**config.mk**
```make
export PLATFORM = sky130hd
export DESIGN_NAME = idac_sar_ctrl
export DESIGN_NICKNAME = d
export VERILOG_FILES = /design/src/rtl/idac_sar_ctrl.sv
export SDC_FILE = /design/constraint.sdc
export NUM_CORES = 1
export LEC_CHECK = 0
export ABC_CLOCK_PERIOD_IN_PS = 1900
export CORE_MARGIN = 8
export CORE_UTILIZATION = 54
export CTS_BUF_LIST = sky130_fd_sc_hd__clkbuf_8
export CTS_CLUSTER_SIZE = 12
export DETAILED_ROUTE_END_ITERATION = 7
export GPL_TIMING_DRIVEN = 0
export HOLD_SLACK_MARGIN = 0.12
export PLACE_DENSITY = 0.87
export SYNTH_ARGS = -nofsm -noshare
export SYNTH_HDL_FRONTEND = slang
export SYNTH_SLANG_ARGS = --single-unit
```
**constraint.sdc**
```tcl
create_clock -name clk -period 1.9 [get_ports clk]
set_input_delay 0.19 -clock clk [delete_from_list [all_inputs] [get_ports clk]]
set_output_delay 0.19 -clock clk [all_outputs]
set_load 0.02 [all_outputs]
```
**src/rtl/idac_sar_ctrl.sv**
```systemverilog
// Successive-approximation controller for an N-bit R2R current DAC.
// Holds each trial code for SETTLE_CYC cycles, then weighs the synchronised comparator decision.
module idac_sar_ctrl #(
  parameter int N          = 8,
  parameter int SETTLE_CYC = 4,
  parameter int CMP_INV    = 0
) (
  input  logic         clk,
  input  logic         reset,
  input  logic         start,
  input  logic         cmp,
  output logic [N-1:0] ib,
  output logic         busy,
  output logic         done,
  output logic [N-1:0] result
);

  localparam int  KW  = (N > 1) ? $clog2(N) : 1;
  localparam int  CW  = $clog2(SETTLE_CYC) + 1;
  localparam logic INV = (CMP_INV != 0);

  typedef enum logic [1:0] {
    IDLE,
    SETTLE,
    DECIDE
  } state_t;

  state_t        state;
  logic [KW-1:0] k;
  logic [CW-1:0] cnt;
  logic          cmp_m;
  logic          cmp_s;
  logic          hi;
  logic [N-1:0]  trial;

  // The comparator output is asynchronous to clk, so it is resynchronised before use.
  always_ff @(posedge clk) begin
    if (reset) begin
      cmp_m <= 1'b0;
      cmp_s <= 1'b0;
    end else begin
      cmp_m <= cmp;
      cmp_s <= cmp_m;
    end
  end

  assign hi = cmp_s ^ INV;

  // Current code with the bit under test dropped when the IDAC current is too high.
  // NOTE: every always_comb output gets a default first so no path can infer a latch.
  always_comb begin
    trial = ib;
    if (hi) trial[k] = 1'b0;
  end

  // NOTE: sequential state uses non-blocking assignments so all flops update from pre-edge values.
  always_ff @(posedge clk) begin
    if (reset) begin
      state  <= IDLE;
      ib     <= '0;
      busy   <= 1'b0;
      done   <= 1'b0;
      result <= '0;
      k      <= KW'(N - 1);
      cnt    <= '0;
    end else begin
      done <= 1'b0;
      case (state)
        IDLE: begin
          ib <= '0;
          if (start) begin
            k     <= KW'(N - 1);
            ib    <= N'(1) << (N - 1);
            cnt   <= '0;
            busy  <= 1'b1;
            state <= SETTLE;
          end
        end

        SETTLE: begin
          if (cnt == CW'(SETTLE_CYC - 1)) begin
            cnt   <= '0;
            state <= DECIDE;
          end else begin
            cnt <= cnt + CW'(1);
          end
        end

        DECIDE: begin
          if (k != '0) begin
            ib    <= trial | (N'(1) << (k - KW'(1)));
            k     <= k - KW'(1);
            state <= SETTLE;
          end else begin
            result <= trial;
            done   <= 1'b1;
            ib     <= '0;
            busy   <= 1'b0;
            state  <= IDLE;
          end
        end

        default: state <= IDLE;
      endcase
    end
  end

endmodule

```
==> flow_results.org <==
** Outcome
- Status :: finished clean

** Critical path
- Crit Reg-Reg Startpoint :: k[1]
- Critical-path cell list :: clkbuf_4 -> inv_1 -> ha_1 -> nor4bb_1 -> buf_2 -> nand3_1 -> a21oi_1
- Measured in cells, the most critical reg-to-reg path has a length of 7.
- Delay of the slowest critical-path stage :: approximately 0.33 ns
- The worst setup path is captured at a flop.
- STA classifies the critical path startpoint as a flop.
- At the worst endpoint, the required time is approximately 2.1 ns.
- Critical path fanouts, max :: 10
- Data arrives at the worst endpoint at between 2 and 2.5 ns.
- In this run the worst setup path begins at k[1].
- Critical path class :: reg2reg
- Slowest cell on crit path :: dfxtp_1

** Synth
- Among all flip-flop cells after synthesis, the most frequent one is dfxtp_1.
- Most instantiated cells after synthesis :: dfxtp_1 (28), nand2_1 (17), a21oi_1 (14)
- Most instantiated library cell after synthesis :: dfxtp_1
- Library cell occupying the most area in the post-synthesis netlist :: dfxtp_1
- Distinct cells, synth :: 34
- Async S/R FF share, synth :: 0%
- The Yosys step of the flow raised 0 warnings.
- Part of the Yosys area used for sequential elements :: 43.1%
- In this run, synthesis inferred 0 flip-flops with an integrated enable.
- In this run the mean area of a mapped cell was approximately 9 µm².
- In this run, synthesis produced a sequential element count of 28.
- Netlist area before placement :: between 1000 and 1500 µm²
- Cell types with the largest area share after synthesis :: dfxtp_1 (43%), ha_1 (5.8%), a21oi_1 (5.4%)
- Synthesis produced ~150 cells.
- The synthesized design devotes to its leading area cell type 43.1% of total area.
- The number of nets handed over by synthesis was 156.

** Drt
- Wirelength per Cell :: 15.8 µm
- Across all layers, the routed design uses roughly 1,200 vias.
- The first TritonRoute pass finished after 5 iterations.
- Drt via density :: 6.02
- After detailed routing, the number of remaining DRC violations is 0.
- The routed design has about 3100 µm of wire.
- Initial DRC Count :: 39
- Remaining antenna violation count :: 0

** Power and ir drop
- In this run switching power makes up 19.5% of total power.
- The analysis attributes to net switching a power of 0.221 mW.
- The clock network accounts for 40.5% of the total power.
- Summing internal, switching and leakage power gives 1.13 mW.
- Summed over all cells, the static leakage comes to between 0.5 and 0.6 nW.
- The internal portion of the total power is 0.909 mW.
- Share of power burned in combinational logic :: 6.0%
- Maximum vdd ir drop :: 0.468 mV
- The share of total power dissipated in sequential elements is 53.5%.
- Dividing total power by cell area gives a power density of 697 nW/µm².

** Placement
- Input and output buffers added on the ports amount to 21.
- Placer congestion estimate :: 0.893
- Final HPWL from detailed placement :: 2270 µm

** Clock network
- CTS built an H-tree with a depth of 1.
- The later pin in the worst-skew pair is clocked with a latency of 0.27 ns.
- TritonCTS built the clock tree.
- Clock-pin slew was measured on the worst setup and hold paths at 0.09 ns.
- The longest clock path from root to sink contains 2 buffers.
- Clk Tree Root Cell :: clkbuf_8
- Number of hold-repair buffers added at the cts stage :: 0
- Number of CTS-inserted buffers :: 3
- CTS Sinks :: 28

** STA
- Min Hold Slack :: about 0.46 ns
- The number of pins exceeding their max-slew limit in the final report was 0.
- Maximum clock frequency :: 555 MHz
- Finish-stage setup viols :: 0
- Setup repair after global routing left no endpoint under its margin.
- In the finished design, the share of the clock period the worst path needs comes to 94.8%.
- In the final timing run, aggregate negative setup slack is 0 ns.
- Measured against its own limit, the worst slew margin works out to between 60% and 70%.
- Across the routed clock network, the largest skew measured is roughly 0.0063 ns.
- The worst path needs 1.80 ns of the cycle, external delays included.
- The final number of hold-violating endpoints was 0.
- Tightest Pin Transition :: 0.501 ns

** Hold path
- Hold wc startpoint :: cmp_m
- Count of cells along the worst hold path :: 1
- Worst min-delay path class :: reg2reg

** Floorplanning
- Die outline height :: 65.1 µm
- Once the floorplan was initialized, standard cells occupied 57.7% of the core.
- Horizontal die dimension :: 65.1 µm
- Total I/O pin count :: 22
- Placeable core region :: ~2300 µm²
- The die covers 4230 µm².
- In this run the core area contains 17 standard-cell rows.

** Layout
- Cells with a size suffix above 1 make up under 10% of the layout.
- Post-layout nets :: 181
- Filler instances :: 184
- Sequential cell area :: around 560 µm²
- Relative to the synthesized area, the layout overhead comes to 24.6%.
- Number of antenna diodes :: 0
- The multi-input combinational cells in the finished layout cover a total of approximately 670 µm².
- For this run, the share of the core covered by cells in the final layout is 71.9%.

** GRT
- The number of antenna violations at the first check in global routing came to 0.
- GRT Resource Usage Total :: 15.3%
- The via count of the first global-routing pass came to roughly 1,200.
- Global routing finished with a remaining overflow of 0.
- Maximum number of pins on one net before global-route repair :: 17
- The first global-routing pass estimated about 5300 µm of wire.

** Run
- Maximum capacitance violations :: 0
power groups by stage:
| stage | Sequential (mW) | Combinational, mW | Clock, mW |
|---|---|---|---|
| 2_1_floorplan | 0.620 | 0.0392 | 0 |
| 3_3_place_gp | 0.617 | 0.0652 | 0 |
| 3_5_place_dp | 0.618 | 0.0674 | 0 |
| 4_1_cts | 0.604 | 0.0677 | 0.465 |
| 5_1_grt | 0.606 | 0.0743 | 0.491 |
| 6_report | 0.605 | 0.0677 | 0.458 |
cell type report:
| cell class | instances | area share [%] |
|---|---|---|
| flip-flops and latches | 28 | 34.6 |
| inverters | 4 | 0.927 |
| clock buffers | 3 | 2.55 |
| repair buffers | 21 | 13.0 |
| multi-input cells | 103 | 41.4 |
| plain buffers | 10 | 3.55 |
| clock inverters | 1 | 1.85 |
| well taps | 28 | 2.16 |
layer usage:
layer	track usage, %	wire, µm	vias to the layer above
met2	29.2	1610	43
met4	5.72	57	0
met3	3.78	206	11
li1	-	-	564
met1	15.6	1240	573
met5	0	0	-
stage by stage:
stage          cells  cell area, µm²  setup WS (ns)
4_1_cts          198            1610         0.0100
5_1_grt          198            1620         0.0188
6_report         198            1620         0.0991
3_5_place_dp     195            1550         0.0309
2_1_floorplan    146            1300          0.264
3_3_place_gp     195            1550         0.0864
flip-flops by register name, indices dropped and copies added (netlist names):
name    count
state       2
k           3
cnt         3
ib          8
busy        1
done        1
cmp_s       1
cmp_m       1
result      8
cells in the final DEF (no fill, tap or decap), types with 2 or more instances in the layout:
cell type / netlist / routed
dfxtp_1: 28 / 28
clkdlybuf4s50_1: 0 / 21
nand2_1: 17 / 17
a21oi_1: 14 / 14
nand3_1: 8 / 8
a22oi_1: 7 / 7
o21ai_1: 7 / 7
nor2_1: 7 / 7
ha_1: 6 / 6
nor2b_1: 5 / 5
inv_1: 4 / 4
buf_2: 5 / 4
nand4bb_1: 4 / 4
clkbuf_1: 4 / 3
nand2b_1: 3 / 3
nand4b_1: 3 / 3
nor3b_1: 3 / 3
clkbuf_8: 0 / 3
nand3b_1: 2 / 2
nor4_1: 2 / 2
o21bai_1: 2 / 2
cell families after synthesis:
group                    Yosys count  synth area share [%]
AND/OR/NAND/NOR                   58                  26.0
AO/OA/AOI/OAI                     36                  17.3
flip-flops                        28                  43.1
buffers and inverters             15                  5.68
adder cells (fa/ha/maj)            6                  5.77
XOR/XNOR                           2                  1.35
multiplexers                       1                 0.770
final timing paths:
check              endpoint  slack [ns]
hold reg to reg       cmp_s        0.46
hold / removal        cmp_s        0.46
setup reg to reg  result[2]         0.1
setup / recovery  result[2]         0.1
critical path, delay by kind of cell, from the launching register on:
kind | cells | cell delay (ns)
buf+inv | 3 | 0.55
simple gates | 2 | 0.45
flops | 1 | 0.33
fa+ha+maj | 1 | 0.29
compound gates | 1 | 0.13
timing repair:
item	CTS	global route
buffers inserted	0	0
endpoints found under the setup margin	3	8
resized for setup	0	2
cloned	0	0
Note: power is estimated with default switching activity, not from simulation.
